--- src/rtl/i2c_txn_sequencer_pkg.sv ---
// Shared encodings for the I2C transaction sequencer: engine opcodes, response codes, FSM states.
package i2c_txn_sequencer_pkg;

   localparam logic [2:0] k_op_none    = 3'd0;
   localparam logic [2:0] k_op_start   = 3'd1;
   localparam logic [2:0] k_op_write   = 3'd2;
   localparam logic [2:0] k_op_read    = 3'd3;
   localparam logic [2:0] k_op_restart = 3'd4;
   localparam logic [2:0] k_op_stop    = 3'd5;

   localparam logic [1:0] k_err_ok      = 2'd0;
   localparam logic [1:0] k_err_addr    = 2'd1;
   localparam logic [1:0] k_err_data    = 2'd2;
   localparam logic [1:0] k_err_timeout = 2'd3;

   typedef enum logic [3:0] {
      k_seq_idle    = 4'd0,
      k_seq_start   = 4'd1,
      k_seq_dev_w   = 4'd2,
      k_seq_reg     = 4'd3,
      k_seq_wdata   = 4'd4,
      k_seq_restart = 4'd5,
      k_seq_dev_r   = 4'd6,
      k_seq_read    = 4'd7,
      k_seq_stop    = 4'd8,
      k_seq_resp    = 4'd9
   } seq_state_e;

   typedef enum logic {
      k_ph_issue = 1'b0,
      k_ph_wait  = 1'b1
   } seq_phase_e;

   function automatic logic [2:0] state_op(seq_state_e s);
      logic [2:0] op;
      op = k_op_none;
      case (s)
         k_seq_start:                          op = k_op_start;
         k_seq_dev_w, k_seq_reg, k_seq_wdata,
         k_seq_dev_r:                          op = k_op_write;
         k_seq_restart:                        op = k_op_restart;
         k_seq_read:                           op = k_op_read;
         k_seq_stop:                           op = k_op_stop;
         default:                              op = k_op_none;
      endcase
      return op;
   endfunction

endpackage

--- src/rtl/i2c_txn_sequencer_watchdog.sv ---
// Hang watchdog for the sequencer: counts cycles spent in one command phase, flags expiry at TIMEOUT.
module i2c_seq_watchdog #(
   parameter logic [15:0] TIMEOUT = 16'hFFFF
) (
   input  logic clk,
   input  logic reset_n,
   input  logic clear,
   input  logic run,
   output logic expired
);

   logic [15:0] r_count;

   // Holds at TIMEOUT rather than wrapping; the sequencer leaves the phase on expiry anyway.
   always_ff @(posedge clk or negedge reset_n) begin
      if (!reset_n)                          r_count <= '0;
      else if (clear)                        r_count <= '0;
      else if (run && (r_count != TIMEOUT))  r_count <= r_count + 16'd1;
   end

   assign expired = run && (r_count == TIMEOUT);

endmodule

--- src/rtl/i2c_txn_sequencer.sv ---
// Register-level I2C transaction sequencer driving the byte engine.
// Optional address-NACK retry is enabled with `define I2C_SEQ_RETRY_EN (adds parameter RETRIES).
module i2c_txn_sequencer
   import i2c_txn_sequencer_pkg::*;
#(
   parameter logic [15:0] TIMEOUT = 16'hFFFF
`ifdef I2C_SEQ_RETRY_EN
 , parameter int unsigned RETRIES = 3
`endif
) (
   input  logic       clk,
   input  logic       reset_n,
   input  logic       req_valid,
   output logic       req_ready,
   input  logic       req_rw,
   input  logic [6:0] req_dev_addr,
   input  logic [7:0] req_reg_addr,
   input  logic [7:0] req_wdata,
   output logic       rsp_valid,
   output logic [1:0] rsp_err,
   output logic [7:0] rsp_rdata,
   output logic       cmd_valid,
   input  logic       cmd_ready,
   output logic [2:0] cmd_op,
   output logic [7:0] cmd_wdata,
   output logic       cmd_nack,
   input  logic       done_valid,
   input  logic       done_ack,
   input  logic [7:0] done_rdata,
   output logic       eng_abort
);

   seq_state_e r_state, w_next_state;
   seq_phase_e r_phase, w_next_phase;
   logic       r_rw;
   logic [6:0] r_dev_addr;
   logic [7:0] r_reg_addr, r_wdata, r_rdata, w_next_rdata;
   logic [1:0] r_err, w_next_err;
   logic       w_active, w_progress, w_expired, w_clear;
`ifdef I2C_SEQ_RETRY_EN
   logic [7:0] r_retry_ctr;
   logic       w_retry_inc;
`endif

   assign w_active   = (r_state != k_seq_idle) && (r_state != k_seq_resp);
   assign w_progress = (r_phase == k_ph_issue) ? cmd_ready : done_valid;
   assign w_clear    = (w_next_state != r_state) || (w_next_phase != r_phase);

   i2c_seq_watchdog #(.TIMEOUT(TIMEOUT)) u_watchdog (
      .clk     (clk),
      .reset_n (reset_n),
      .clear   (w_clear),
      .run     (w_active),
      .expired (w_expired)
   );

   always_ff @(posedge clk or negedge reset_n) begin
      if (!reset_n) begin
         r_state    <= k_seq_idle;
         r_phase    <= k_ph_issue;
         r_rw       <= 1'b0;
         r_dev_addr <= '0;
         r_reg_addr <= '0;
         r_wdata    <= '0;
         r_rdata    <= '0;
         r_err      <= k_err_ok;
      end else begin
         r_state <= w_next_state;
         r_phase <= w_next_phase;
         r_rdata <= w_next_rdata;
         r_err   <= w_next_err;
         if ((r_state == k_seq_idle) && req_valid) begin
            r_rw       <= req_rw;
            r_dev_addr <= req_dev_addr;
            r_reg_addr <= req_reg_addr;
            r_wdata    <= req_wdata;
         end
      end
   end

`ifdef I2C_SEQ_RETRY_EN
   always_ff @(posedge clk or negedge reset_n) begin
      if (!reset_n)                                 r_retry_ctr <= '0;
      else if ((r_state == k_seq_idle) && req_valid) r_retry_ctr <= '0;
      else if (w_retry_inc)                         r_retry_ctr <= r_retry_ctr + 8'd1;
   end
`endif

   // A completed handshake or done always beats a watchdog expiry in the same cycle.
   always_comb begin
      w_next_state = r_state;
      w_next_phase = r_phase;
      w_next_err   = r_err;
      w_next_rdata = r_rdata;
      eng_abort    = 1'b0;
`ifdef I2C_SEQ_RETRY_EN
      w_retry_inc  = 1'b0;
`endif
      case (r_state)
         k_seq_idle: begin
            if (req_valid) begin
               w_next_state = k_seq_start;
               w_next_phase = k_ph_issue;
               w_next_err   = k_err_ok;
               w_next_rdata = '0;
            end
         end
         k_seq_resp: w_next_state = k_seq_idle;
         default: begin
            if (w_progress && (r_phase == k_ph_issue)) begin
               w_next_phase = k_ph_wait;
            end else if (w_progress) begin
               w_next_phase = k_ph_issue;
               case (r_state)
                  k_seq_start:   w_next_state = k_seq_dev_w;
                  k_seq_dev_w: begin
                     w_next_state = done_ack ? k_seq_reg : k_seq_stop;
                     if (!done_ack) w_next_err = k_err_addr;
                  end
                  k_seq_reg: begin
                     w_next_state = !done_ack ? k_seq_stop : (r_rw ? k_seq_restart : k_seq_wdata);
                     if (!done_ack) w_next_err = k_err_data;
                  end
                  k_seq_wdata: begin
                     w_next_state = k_seq_stop;
                     if (!done_ack) w_next_err = k_err_data;
                  end
                  k_seq_restart: w_next_state = k_seq_dev_r;
                  k_seq_dev_r: begin
                     w_next_state = done_ack ? k_seq_read : k_seq_stop;
                     if (!done_ack) w_next_err = k_err_addr;
                  end
                  k_seq_read: begin
                     w_next_state = k_seq_stop;
                     w_next_rdata = done_rdata;
                  end
                  k_seq_stop: begin
                     w_next_state = k_seq_resp;
`ifdef I2C_SEQ_RETRY_EN
                     if ((r_err == k_err_addr) && (32'(r_retry_ctr) < RETRIES)) begin
                        w_next_state = k_seq_start;
                        w_next_err   = k_err_ok;
                        w_retry_inc  = 1'b1;
                     end
`endif
                  end
                  default:       w_next_state = k_seq_idle;
               endcase
            end else if (w_expired) begin
               eng_abort    = 1'b1;
               w_next_err   = k_err_timeout;
               w_next_state = k_seq_resp;
               w_next_phase = k_ph_issue;
            end
         end
      endcase
   end

   always_comb begin
      req_ready = (r_state == k_seq_idle);
      rsp_valid = (r_state == k_seq_resp);
      rsp_err   = rsp_valid ? r_err : k_err_ok;
      rsp_rdata = (rsp_valid && (r_err == k_err_ok)) ? r_rdata : 8'h00;
      cmd_valid = w_active && (r_phase == k_ph_issue);
      cmd_op    = w_active ? state_op(r_state) : k_op_none;
      cmd_nack  = (r_state == k_seq_read);
      case (r_state)
         k_seq_dev_w: cmd_wdata = {r_dev_addr, 1'b0};
         k_seq_reg:   cmd_wdata = r_reg_addr;
         k_seq_wdata: cmd_wdata = r_wdata;
         k_seq_dev_r: cmd_wdata = {r_dev_addr, 1'b1};
         default:     cmd_wdata = 8'h00;
      endcase
   end

endmodule
--- config.mk ---
export PLATFORM = sky130hd
export DESIGN_NAME = i2c_txn_sequencer
export DESIGN_NICKNAME = d
export VERILOG_FILES = /design/src/rtl/i2c_txn_sequencer_pkg.sv /design/src/rtl/i2c_txn_sequencer_watchdog.sv /design/src/rtl/i2c_txn_sequencer.sv
export SDC_FILE = /design/constraint.sdc
export NUM_CORES = 1
export LEC_CHECK = 0
export ABC_AREA = 1
export CAP_MARGIN = 40
export CORE_MARGIN = 2
export CORE_UTILIZATION = 55
export CTS_BUF_LIST = sky130_fd_sc_hd__clkbuf_16
export CTS_CLUSTER_SIZE = 20
export DETAILED_ROUTE_END_ITERATION = 8
export GPL_TIMING_DRIVEN = 0
export PLACE_DENSITY = 0.85
export SYNTH_ARGS = -nofsm -noshare
export SYNTH_HDL_FRONTEND = slang
export SYNTH_SLANG_ARGS = --single-unit
--- constraint.sdc ---
create_clock -name clk -period 5.25 [get_ports clk]
set_input_delay 0.525 -clock clk [delete_from_list [all_inputs] [get_ports clk]]
set_output_delay 0.525 -clock clk [all_outputs]
set_load 0.005 [all_outputs]
# After elaboration in Yosys (flattened, before gate mapping)
# Memory sizes are Yosys's and may differ from the RTL's.
# Index checks and enable logic that the tools add are counted.
totals:
  out_inout_bits: 26
  wordCells: 92
  mem_bits_ro: 48
  input_bits: 38
  n_memories: 1
  register_bits: 55
memory_table:
  columns: ["name", "depth", "word_bits", "read_ports", "rd_ports_with_merged_regs", "write_ports", "line_no", "rtl"]
  rows:
  - ["(name not given)", 16, 3, 1, 0, 0, "i2c_txn_sequencer_pkg.sv:37", "case (s)"]
op_classes:
  n_bitwise: 2
  addsub: 1
  n_reduce_logical: 21
  n_mux: 39
  eq_ne: 19
ops:
  columns: ["cell", "count"]
  rows:
  - ["8-bit two-way mux", 5]
  - ["16-bit two-way mux", 2]
  - ["8-bit case mux with 4 select lines", 1]
  - ["4-bit two-way mux", 7]
  - ["4-bit case mux with 7 select lines", 1]
  - ["16-bit by 1-bit adder with 16-bit output, second input constant", 1]
  - ["16-bit equality test, second input constant", 1]
  - ["4-bit by 3-bit equality test with 1-bit output, second input constant", 4]
  - ["16-bit inequality test, second input constant", 1]
  - ["4-bit inequality test, second input constant", 4]
  - ["8-bit case mux with 2 select lines", 1]
  - ["2-bit two-way mux", 7]
  - ["1-bit two-way mux", 10]
  - ["4-bit by 2-bit equality test with 1-bit output, second input constant", 2]
  - ["4-bit equality test, second input constant", 2]
  - ["2-bit case mux with 2 select lines", 2]
  - ["4-bit case mux with 2 select lines", 1]
  - ["2-bit OR reduction", 4]
  - ["1-bit logical AND", 7]
  - ["7-bit AND reduction", 1]
  - ["2-bit nonzero test", 3]
  - ["5-bit AND reduction", 1]
  - ["4-bit by 1-bit equality test with 1-bit output, second input constant", 1]
  - ["4-bit zero test", 1]
  - ["other kinds (10)", 12]

# Longest topological paths before layout
# Gate-level depths: netlist of the first run.
depth:
  ltp_word: 10
  ltp_mapped: 14
  mapped_depth_nobuf: 13

# Hierarchy
# Synthesis of the first run repeated with hierarchy kept, for this count alone.
unflattened:
  hier_cells: 397
  area_unflattened_um2: 3184.3
modules_own_cells:
  columns: ["module", "area_per_inst_um2", "seq_area_each_um2", "cells_per_inst", "n_inst"]
  rows:
  - ["i2c_txn_sequencer", 2182.1, 975.9, 253, 1]
  - ["i2c_seq_watchdog", 1002.2, 400.4, 144, 1]

# Least setup slack after synthesis of the first run
# No wires, ideal clock.
synth_path:
  kind: "register -> register"
  start: "reg u_watchdog.r_count[0]"
  end: "reg u_watchdog.r_count[14]"
  arrival_time_ps: 1717
  setup_time_ps: 120
  n_path_buf: 0
  required_ps: 5130
  setup_slack_ps: 3413
  period_less_slack_ps: 1837
  path_stages_with_launch: 13
  cell_sequence: "dfrtp_1 > ha_1 > nand2_1 > nor2_1 > nand2_1 > nor2_4 > nor2_4 > nand2_1 > nor2_1 > nand2_1 > nor2_1 > xor2_1 > nor2_2"
synth_between:
  elab_chain_cells: 9
  elab_cells_between_ends: 19
  classes_between: "add/sub: 1; eq/ne: 4; mux: 10; reduce/logical: 4"
synth_rtl:
  columns: ["item", "line_no", "rtl"]
  rows:
  - ["start: declaration", "i2c_txn_sequencer_watchdog.sv:12", "logic [15:0] r_count;"]
  - ["start signal: assignment", "i2c_txn_sequencer_watchdog.sv:18", "else if (run && (r_count != TIMEOUT)) r_count <= r_count + 16'd1;"]
  - ["16-bit equality test", "i2c_txn_sequencer_watchdog.sv:21", "assign expired = run && (r_count == TIMEOUT);"]
  - ["1-bit logical AND", "i2c_txn_sequencer_watchdog.sv:21", null]
  - ["4-bit two-way mux or 1-bit two-way mux (tied branches)", "i2c_txn_sequencer.sv:149", "end else if (w_expired) begin"]
  - ["4-bit two-way mux or 1-bit two-way mux (tied branches)", "i2c_txn_sequencer.sv:112", "end else if (w_progress) begin"]
  - ["4-bit two-way mux or 1-bit two-way mux (tied branches)", "i2c_txn_sequencer.sv:110", "if (w_progress && (r_phase == k_ph_issue)) begin"]
  - ["4-bit case mux with 2 select lines or 1-bit case mux with 2 select lines (tied branches)", "i2c_txn_sequencer.sv:99", "case (r_state)"]
  - ["4-bit inequality test or 1-bit inequality test (tied branches)", "i2c_txn_sequencer.sv:47", "assign w_clear = (w_next_state != r_state) || (w_next_phase != r_phase);"]
  - ["1-bit logical OR", "i2c_txn_sequencer.sv:47", null]
  - ["16-bit two-way mux or 2-bit nonzero test (tied branches)", null, null]
# Several ways; a longest one is shown, not always the timed one. The select of a mux whose other input is x is not followed.
# A chain may end at the register's enable or synchronous reset.

# Final worst setup path of the first run
layout_path:
  start: "in done_valid"
  end: "out eng_abort"
layout_between:
  elab_chain_cells: 4
  elab_cells_between_ends: 5
  classes_between: "mux: 4; reduce/logical: 1"
layout_rtl:
  columns: ["item", "line_no", "rtl"]
  rows:
  - ["start: declaration", "i2c_txn_sequencer.sv:27", "input logic done_valid,"]
  - ["1-bit two-way mux *", "i2c_txn_sequencer.sv:46", "assign w_progress = (r_phase == k_ph_issue) ? cmd_ready : done_valid;"]
  - ["1-bit two-way mux or 1-bit logical AND (tied branches)", "i2c_txn_sequencer.sv:112, i2c_txn_sequencer.sv:110", null]
  - ["1-bit two-way mux *", "i2c_txn_sequencer.sv:110", null]
  - ["1-bit two-way mux *", "i2c_txn_sequencer.sv:99", null]
  - ["end: declaration", "i2c_txn_sequencer.sv:30", "output logic eng_abort"]
# Every way passes the cells marked *; elsewhere a longest branch is shown, timed or not.

==> summary.txt, run 1 <==
Status
  • Status: completed

Critical path
  • Buf/Inv on CP: 2
  • Critical Path Start Type: primary input
  • Most frequent CP cell: clkdlybuf4s50_1
  • CP Max Fanout: 9
  • Delay-heaviest family, CP: buffers and inverters
  • Worst path required time: 4.72 ns
  • Crit. End Element: primary output
  • Max stage delay on crit path: 0.57 ns
  • Crit path kind: in -> out
  • Cell breakdown of the critical path: clkdlybuf4s50_1 -> nand2_2 -> nand2_1 -> nor4_1 -> clkdlybuf4s50_1
  • CP Data Arrival Time: 2.25 ns
  • Worst path slowest cell: clkdlybuf4s50_1

Global routing
  • GR peak layer: met2
  • Initial antenna violation count: 0
  • Vias in the first global route: 2812
  • Grt total ovfl: 0
  • GRT met2 Usage: 0.426
  • Routing usage on met3: 0.0460
  • First-pass GRT wire length: 12.6 mm
  • M1 GR Usage: 0.327
  • Total Routing Usage GR: 0.254
  • Largest net degree at the start of global routing: 35

Layout
  • Design area: 0.00396 mm²
  • Non-Filler Instances: 549
  • Layout filler cell count: 405
  • Multi-input logic area: 0.00146 mm²
  • Final #Nets: 515
  • Register area: 0.00138 mm²
  • Layout area overhead: 29.8%
  • Antenna diodes: 0
  • Fraction of layout cells with a size suffix above 1: 0.109

Timing
  • Fin Setup TNS: 0 ns
  • Tmin final: 2.77 ns
  • Worst slew pin tran: 0.548 ns
  • Final setup vio count: 0
  • Crit share post-route: 0.528
  • Final Hold Fails: 0
  • Clock Skews: 0.00344 ns
  • Fmax: 361 MHz
  • Slew margin rel.: 0.631
  • Max-slew violation count: 0
  • Final setup margin: 2.48 ns
  • RSZ-0062 raised after global routing: false

Drt
  • Routed WL: 7.38 mm
  • Vias: 2867
  • DR vias/cell: 5.22
  • # DRC: 0
  • Antenna-violating nets left: 0
  • Routed wire per std cell: 13.4 µm
  • DRT iter0 DRCs: 215
  • Pre-antenna DRT Iters: 4

Placement
  • DP Area: 0.00378 mm²
  • Inst Count DP: 541
  • Routability cong.: 0.900
  • DP Worst Slack: 2.46 ns
  • Post-DP HPWL: 5.34 mm
  • I/O Buffers: 63

Clock network
  • CTS tree: yes
  • Post CTS Setup Buffer Count: 0
  • Reg clk slew, reported paths: 0.07 ns
  • Clk buf depth: 2
  • TritonCTS Sinks: 55
  • H-tree levels: 2
  • Worst-skew pair later-pin latency: 0.29 ns
  • CTS root buf: clkbuf_16
  • Num CTS Buffers: 5
  • Post-cts gate resize count: 0
  • Hold_buf cts: 0

Logic synthesis
  • Yosys warns: 0
  • Post-synth cell types: 31
  • Cell area after synthesis: 0.00305 mm²
  • Synth Instances: 405
  • Flops & latches, synth: 55
  • Syn Nets: 444
  • Seq/Total Area, Yosys: 0.452
  • Post-Syn Area per Cell: 7.53 µm²

Job
  • Max-cap violations: 0

Worst hold path
  • Path type of the worst min-delay path: in -> async

Floorplanning
  • Die Ht: 78.4 µm
  • Core ar.: 0.00544 mm²
  • Die Wd: 78.4 µm
  • Initial Utilization: 0.560
  • DIE AREA: 0.00615 mm²
  • Num ports: 64
  • Row count: 27

Power
  • Power Dens Cells: 506 mW/mm²
  • Worst vdd ir: 0.259 mV
  • P_leak: 0.00187 µW
## worst reg2reg max path, stage by stage, from the launching register on
cell and delay (ns):
dfrtp_1 0.41, ha_1 0.24, nand2_1 0.07, nor2_1 0.03
nand2_1 0.13, nor2_4 0.08, nor2_4 0.20, nand2_1 0.12
nor2_1 0.17, nand2_1 0.11, nor2_1 0.19, xor2_1 0.27
nor2_2 0.06
## final timing paths
path                                          endpoint  cells past startpoint  slack (ns)                  start
worst max-delay path                         eng_abort                      5        2.48             done_valid
worst min-delay path            u_watchdog.r_count[11]                      1        0.20                reset_n
worst max register to register  u_watchdog.r_count[14]                     12        3.05  u_watchdog.r_count[0]
worst min register to register           r_reg_addr[4]                      2        0.47          r_reg_addr[4]
max in group asynchronous                   r_state[0]                      2        4.49                reset_n
min in group clk                         r_reg_addr[4]                      2        0.47          r_reg_addr[4]
## layout by cell type (no fill, tap or decap), drive strengths merged
cell type and count:
clkbuf 10, or2 1, inv 44, clkdlybuf4s50 62, nand2 155, a31oi 1
nor2 52, nand4 4, o211a 1, clkinvlp 1, xor2 11, ha 1
a221o 1, nor4 3, nand3 38, o21ai 17, buf 5, a21oi 3
xnor2 3, bufinv 1, a221oi 1, clkinv 1, dfrtp 55, nor3 6
## through the flow
stage	utilization	total power (µW)	hold slack, ns
3_3_place_gp	0.693	1560	0.453
3_5_place_dp	0.696	1600	0.459
6_report	0.727	2000	0.200
5_1_grt	0.727	2150	0.238
4_1_cts	0.727	2000	0.218
2_1_floorplan	-	1300	0.229
## sequential cells by signal (all words and copies together) (netlist names)
name	flops
r_wdata	8
r_rdata	8
r_phase	1
r_rw	1
r_state	4
r_dev_addr	7
r_reg_addr	8
r_err	2
u_watchdog.r_count	16
## cells by family (layout without fill, tap and decap cells)
group | Yosys count | in the layout | synth area share
AND/OR/NAND/NOR | 259 | 259 | 0.390
flip-flops | 55 | 55 | 0.452
buffers and inverters | 52 | 124 | 0.0690
AO/OA/AOI/OAI | 24 | 24 | 0.0456
XOR/XNOR | 14 | 14 | 0.0402
adder cells (fa/ha/maj) | 1 | 1 | 0.00410
## cell usage after synthesis
| cell type | n | share of area |
|---|---|---|
| nand2_1 | 146 | 0.18 |
| dfrtp_1 | 55 | 0.45 |
| inv_1 | 38 | 0.047 |
| nand3_1 | 34 | 0.056 |
| nor2_1 | 34 | 0.042 |
| o21ai_0 | 15 | 0.025 |
| nor2_2 | 13 | 0.027 |
| xor2_1 | 11 | 0.032 |
| nor3_1 | 6 | 0.0099 |
| clkbuf_1 | 5 | 0.0062 |
| inv_2 | 5 | 0.0062 |
| nand2_2 | 5 | 0.010 |
| nor2_4 | 5 | 0.018 |
| nand2_4 | 4 | 0.015 |
| nand4_1 | 4 | 0.0082 |
| a21oi_1 | 3 | 0.0049 |
| nand3_2 | 3 | 0.0099 |
| nor4_1 | 3 | 0.0062 |
| xnor2_1 | 3 | 0.0086 |
| buf_4 | 2 | 0.0049 |
| a221o_1 | 1 | 0.0033 |
| a221oi_1 | 1 | 0.0029 |
| a31oi_1 | 1 | 0.0021 |
| buf_6 | 1 | 0.0037 |
| clkinv_1 | 1 | 0.0012 |
| ha_1 | 1 | 0.0041 |
| nand3_4 | 1 | 0.0057 |
| o211a_2 | 1 | 0.0033 |
| o21ai_1 | 1 | 0.0016 |
| o21ai_2 | 1 | 0.0029 |
| or2_2 | 1 | 0.0021 |
## layer usage
layer,wire [µm],vias up,share of wire
met2,3560,84,0.48
met1,3200,1350,0.43
met5,0,-,0
met3,386,22,0.052
met4,236,0,0.032
li1,-,1411,-
## final cells by class
type	count	share of cell area
inverter	44	0.0418
buffer	8	0.0114
timing repair buffer	64	0.163
clock inverter	3	0.0117
tap	72	0.0228
multi-input combinational	298	0.370
clock buffer	5	0.0316
sequential	55	0.348
## power by group
part | internal (µW) | switching [µW]
combinational | 354 | 622
clock | 227 | 153
sequential | 565 | 80.0
total | 1150 | 855
Power figures use the tool's default switching activity.
==> inputs of run 2 (changes only) <==
- CORE_UTILIZATION: 55 -> 51
- PLACE_DENSITY: 0.85 -> 0.8
- clock period: 5.25 -> 2.6 ns (I/O delays scaled with it)
==> run 2 against run 1 <==
  * Core utilization fell by 4.9 points
  * Die area is 7.4% higher
  * Sequential power increased by 100%
  * Worst hold slack gained 0.27 ns
  * Non-clock buffer count up 1
  * Global-route usage shrank 3.2 points
  * Register-to-register slack got worse by 2.6 ns
  * Largest cell class unchanged
  * Highest routed layer unchanged
==> summary.txt, run 2 (synthesis gave the netlist of run 1 again) <==
Power
  • P_leak: 0.00187 µW (+0.30%)
  • Power Dens Cells: 1000 mW/mm² (+98%)
  • Total power: 3970 µW (+99%)
  • Worst vdd ir: 0.615 mV (+140%)

Timing
  • Fmax: 407 MHz
  • Final Hold Fails: 0 (unchanged)
  • Tmin final: 2.45 ns
  • Crit share post-route: 0.944
  • Final setup vio count: 0 (unchanged)
  • RSZ-0062 raised after global routing: false
  • Worst slew pin tran: 0.532 ns (-0.0160 ns)
  • Slew margin rel.: 0.645 (+0.0141)
  • Final hold slack: 0.474 ns (+0.274 ns)
  • Clock Skews: 0.00481 ns (+0.00137 ns)
  • Final setup margin: 0.145 ns (-2.33 ns)
  • Max-slew violation count: 0 (unchanged)

Clock network
  • TritonCTS Sinks: 55 (unchanged)
  • Reg clk slew, reported paths: 0.07 ns (about the same)
  • H-tree levels: 2 (unchanged)
  • CTS tree: yes
  • Post-cts gate resize count: 0 (unchanged)
  • Clk buf depth: 2 (unchanged)
  • Num CTS Buffers: 5 (unchanged)
  • Worst-skew pair later-pin latency: 0.29 ns (about the same)
  • CTS root buf: clkbuf_16

Critical path
  • R2R depth: 12 (unchanged)
  • Cell breakdown of the critical path: inv_2 -> nor2_1 -> nand2_2 -> nand2_4 -> nor4_1 -> clkdlybuf4s50_1
  • Worst path required time: 2.34 ns (-2.38 ns)
  • Crit path kind: reg -> out
  • CP Data Arrival Time: 2.19 ns (-0.06 ns)
  • Crit. End Element: primary output
  • R2r startpoint: r_state[3]
  • CP Max Fanout: 8 (-1)
  • Max stage delay on crit path: 0.59 ns (+0.02 ns)
  • R2R Path End: u_watchdog.r_count[8]
  • Worst path slowest cell: clkdlybuf4s50_1
  • Critical Path Start Type: register
  • R2R setup slack: 0.44 ns (-2.61 ns)

Floorplanning
  • Num ports: 64 (unchanged)
  • Die Ht: 81.3 µm (+3.7%)
  • Initial Utilization: 0.521 (-0.0394)
  • Row count: 28 (+3.7%)
  • DIE AREA: 0.00661 mm² (+7.4%)
  • Core ar.: 0.00585 mm² (+7.6%)
  • Die Wd: 81.3 µm (+3.7%)

Global routing
  • First-pass GRT wire length: 11.5 mm (-8.5%)
  • Largest net degree at the start of global routing: 34 (-2.9%)
  • Vias in the first global route: 2709 (-3.7%)
  • Grt total ovfl: 0 (unchanged)
  • Total Routing Usage GR: 0.222 (-0.0323)
  • Initial antenna violation count: 0 (unchanged)

Drt
  • Vias: 2789 (-2.7%)
  • Antenna-violating nets left: 0 (unchanged)
  • Routed wire per std cell: 12.7 µm (-5.8%)
  • DR vias/cell: 5.04 (-3.4%)
  • Pre-antenna DRT Iters: 4 (unchanged)
  • # DRC: 0 (unchanged)
  • Routed WL: 7.00 mm (-5.1%)
  • DRT iter0 DRCs: 144 (-33%)

Layout
  • Layout area overhead: 30.1%
  • Fraction of layout cells with a size suffix above 1: 0.107 (-0.00232)
  • Max reg flops: 16 (unchanged)
  • Reg with most FFs: u_watchdog.r_count
  • Commonest cells after routing, fill and taps aside: 146 x nand2_1, 62 x clkdlybuf4s50_1, 55 x dfrtp_1
  • Multi-input logic area: 0.00146 mm² (unchanged)
  • Final #Nets: 516 (+0.19%)
  • Antenna diodes: 0 (unchanged)
  • Register area: 0.00138 mm² (unchanged)
  • Layout filler cell count: 480 (+19%)
  • Commonest non-fill, non-tap cell in the layout: nand2_1
  • Design area: 0.00397 mm² (+0.25%)

Worst hold path
  • Hold path start: r_reg_addr[4]
  • Worst Hold Path Cells: 2
  • Path type of the worst min-delay path: reg -> reg
  • WHS Endpoint: r_reg_addr[4]

Placement
  • DP Worst Slack: 0.311 ns (-2.15 ns)
  • Routability cong.: 0.927 (+3.0%)
  • Post-DP HPWL: 5.18 mm (-3.0%)
  • I/O Buffers: 63 (unchanged)
  • DP Area: 0.00379 mm² (about the same)

Job
  • Max-cap violations: 0 (unchanged)

Status
  • Status: completed
## run 2: changes by cell type in the layout (fill, tap and decap cells not counted), sizes merged
cell / previous run / this run
dlygate4sd3: 0 / 1
clkinv: 1 / 2
clkinvlp: 1 / 0
## run 2: critical path: cells and delay by family, from the launching register on
| kind | cells | cell delay (ns) |
|---|---|---|
| buf+inv | 2 | 0.75 |
| flops | 1 | 0.45 |
| simple gates | 4 | 0.69 |
## run 2: cell type report
class                           instances  share of cell area
Sequential cell                        55               0.347
Inverter                               44              0.0417
Buffer                                  8              0.0114
Clock buffer                            5              0.0316
Multi-Input combinational cell        298               0.369
Clock inverter                          3              0.0107
Timing Repair Buffer                   65               0.165
Tap cell                               75              0.0237
## run 2: worst max-delay path by stage
stage                                startpoint                endpoint  slack (ns)
after global routing                 r_state[2]            cmd_wdata[0]        0.07
after CTS                            r_state[2]            cmd_wdata[0]        0.19
after detailed placement             done_valid               eng_abort        0.31
final                                r_state[3]               eng_abort        0.15
after global placement                  reset_n           r_dev_addr[6]       -0.36
after floorplan           u_watchdog.r_count[0]  u_watchdog.r_count[14]        0.76
## run 2: power by group
group	switching [µW]	leakage, µW	internal [µW]
Sequential	163	0.000713	1140
Clock	309	0.0000818	455
Combinational	1190	0.00108	716
## run 2: layer usage
metal,GRT usage,part of all wire
met3,0.0378,0.053
met4,0.0831,0.017
met2,0.385,0.49
met5,0,0
met1,0.276,0.44
## run 2: repair_timing
item | 4_1_cts | 5_1_grt
hold buffers | 1 | 0
setup buffers | 0 | 0
hold endpoints to repair | 22 | 0
## run 2: metrics by stage
step                      setup TNS (ns)   util  instances
final                                  0  0.678        553
after floorplan                        0      -        405
after CTS                              0  0.678        553
after detailed placement               0  0.647        544
after global routing                   0  0.678        553
after global placement            -19.90  0.645        543
==> inputs of run 3 (changes only) <==
- MAX_ROUTING_LAYER: unset -> met4
==> run 3 against run 2 <==
  * Sequential share of layout area rose by 0.20 points
  * Sequential power barely moved
  * Largest cell class unchanged
  * Core utilization fell by 0.38 points
  * Global-route usage rose by 1.0 points
  * Wire length fell by 1.7%
  * Flip-flop and latch count did not move
  * Clock skew barely moved
==> summary.txt, run 3 (synthesis gave the netlist of run 1 again) <==
Timing
  • Worst slew pin tran: 0.476 ns (-0.0561 ns)
  • Clock Skews: 0.00465 ns (-0.000160 ns)
  • Crit share post-route: 0.935 (-0.00944)
  • Final setup vio count: 0 (unchanged)
  • Fin Setup TNS: 0 ns (unchanged)
  • Tmin final: 2.43 ns (-0.0245 ns)
  • Final hold slack: 0.432 ns (-0.0423 ns)
  • Final Hold Fails: 0 (unchanged)
  • Max-slew violation count: 0 (unchanged)
  • Slew margin rel.: 0.680 (+0.0345)
  • Fmax: 411 MHz (+1.0%)
  • RSZ-0062 raised after global routing: false

Power
  • Power Dens Cells: 981 mW/mm² (-2.1%)
  • Worst vdd ir: 0.526 mV (-14%)
  • Total power: 3870 µW (-2.7%)
  • P_leak: 0.00186 µW (-0.77%)

Floorplanning
  • Die Ht: 81.3 µm (unchanged)
  • DIE AREA: 0.00661 mm² (unchanged)
  • Num ports: 64 (unchanged)
  • Core ar.: 0.00585 mm² (unchanged)
  • Row count: 28 (unchanged)
  • Initial Utilization: 0.521 (unchanged)
  • Die Wd: 81.3 µm (unchanged)

Worst hold path
  • Path type of the worst min-delay path: in -> async

Drt
  • Routed wire per std cell: 12.4 µm (-1.7%)
  • Routed WL: 6.88 mm (-1.7%)
  • Top routing layer in use: met4
  • DRT iter0 DRCs: 111 (-23%)
  • # DRC: 0 (unchanged)
  • Antenna-violating nets left: 0 (unchanged)
  • Vias: 2759 (-1.1%)
  • Pre-antenna DRT Iters: 4 (unchanged)
  • Met3 Wirelength: 442 µm (+18%)
  • DR vias/cell: 4.99 (-1.1%)
  • M1 WL: 3.06 mm (-0.78%)
  • Routed wl met2: 3.23 mm (-5.6%)

Critical path
  • CP Data Arrival Time: 2.17 ns (-0.02 ns)
  • Worst path required time: 2.34 ns (about the same)
  • CP Max Fanout: 8 (unchanged)
  • Crit. End Element: primary output
  • Crit path kind: reg -> out
  • Critical Path Start Type: register

Placement
  • Routability cong.: 0.928 (about the same)
  • I/O Buffers: 63 (unchanged)
  • DP Area: 0.00379 mm² (unchanged)
  • Post-DP HPWL: 5.24 mm (+1.1%)

Clock network
  • CTS root buf: clkbuf_16
  • H-tree levels: 2 (unchanged)
  • Num CTS Buffers: 5 (unchanged)
  • Clk buf depth: 2 (unchanged)
  • Worst-skew pair later-pin latency: 0.29 ns (about the same)
  • TritonCTS Sinks: 55 (unchanged)
  • Post CTS Setup Buffer Count: 0 (unchanged)
  • CTS tree: yes
  • Reg clk slew, reported paths: 0.07 ns (about the same)

Layout
  • Layout area overhead: 29.4%
  • Commonest non-fill, non-tap cell in the layout: nand2_1
  • Antenna diodes: 0 (unchanged)
  • Fraction of layout cells with a size suffix above 1: 0.107 (unchanged)
  • Final #Nets: 516 (unchanged)
  • Max reg flops: 16 (unchanged)
  • Commonest cells after routing, fill and taps aside: 146 x nand2_1, 62 x clkdlybuf4s50_1, 55 x dfrtp_1
  • Design area: 0.00394 mm² (-0.57%)
  • Final core utilization: 0.674 (-0.00385)
  • Reg with most FFs: u_watchdog.r_count

Status
  • Status: completed

Job
  • Max-cap violations: 0 (unchanged)

Global routing
  • Initial antenna violation count: 0 (unchanged)
  • Vias in the first global route: 2660 (-1.8%)
  • Grt total ovfl: 0 (unchanged)
  • First-pass GRT wire length: 11.6 mm (+0.90%)
  • Total Routing Usage GR: 0.232 (+0.0100)
  • Largest net degree at the start of global routing: 39 (+15%)
## run 3: changes by cell type in the layout (fill, tap and decap cells not counted), sizes merged
cell	delta
bufinv	-1
clkinv	+1
clkinvlp	+1
inv	-1
## run 3: area by class of cell
class | count | area, µm²
clock inverters | 3 | 20.0
well taps | 75 | 93.8
fillers | 492 | 1910
clock buffers | 5 | 125
inverters | 44 | 165
plain buffers | 8 | 45.0
repair buffers | 65 | 656
multi-input cells | 298 | 1460
flip-flops and latches | 55 | 1380
## run 3: metal layers
layer	vias up	track usage
met5	-	-
met4	0	0.0661
met3	18	0.0467
met2	98	0.377
met1	1233	0.295
li1	1410	-
## run 3: worst paths after layout
kind	slack [ns]	from	cells after the start	end
max	0.17	r_state[3]	6	eng_abort
max in group asynchronous	1.63	reset_n	3	r_rw
min reg2reg	0.48	r_dev_addr[3]	2	r_dev_addr[3]
min	0.43	reset_n	2	r_rdata[7]
max reg2reg	0.46	r_state[3]	9	r_rdata[6]
min in group clk	0.48	r_dev_addr[3]	2	r_dev_addr[3]
## run 3: through the flow
stage | instances | worst slack [ns]
2_1_floorplan | 405 | 0.763
3_3_place_gp | 543 | -0.382
3_5_place_dp | 544 | 0.293
4_1_cts | 553 | 0.189
5_1_grt | 553 | 0.0416
6_report | 553 | 0.170
## run 3: critical path: stages (launching register included)
cell and delay, ns:
dfrtp_1 0.44, inv_2 0.16, nor2_1 0.07, nand2_2 0.12, nand2_4 0.11, nor4_1 0.39
clkdlybuf4s50_1 0.59
## run 3: what timing repair did
item                                   in CTS  in global routing
resized for setup                           0                  0
hold buffers                                1                  0
endpoints found under the hold margin      17                  0
## run 3: report_power, final
part           internal (µW)  switching, µW  leakage, µW  total, µW
Sequential              1140            162     0.000713       1300
Clock                    356            300    0.0000674        655
Combinational            716           1190      0.00108       1910
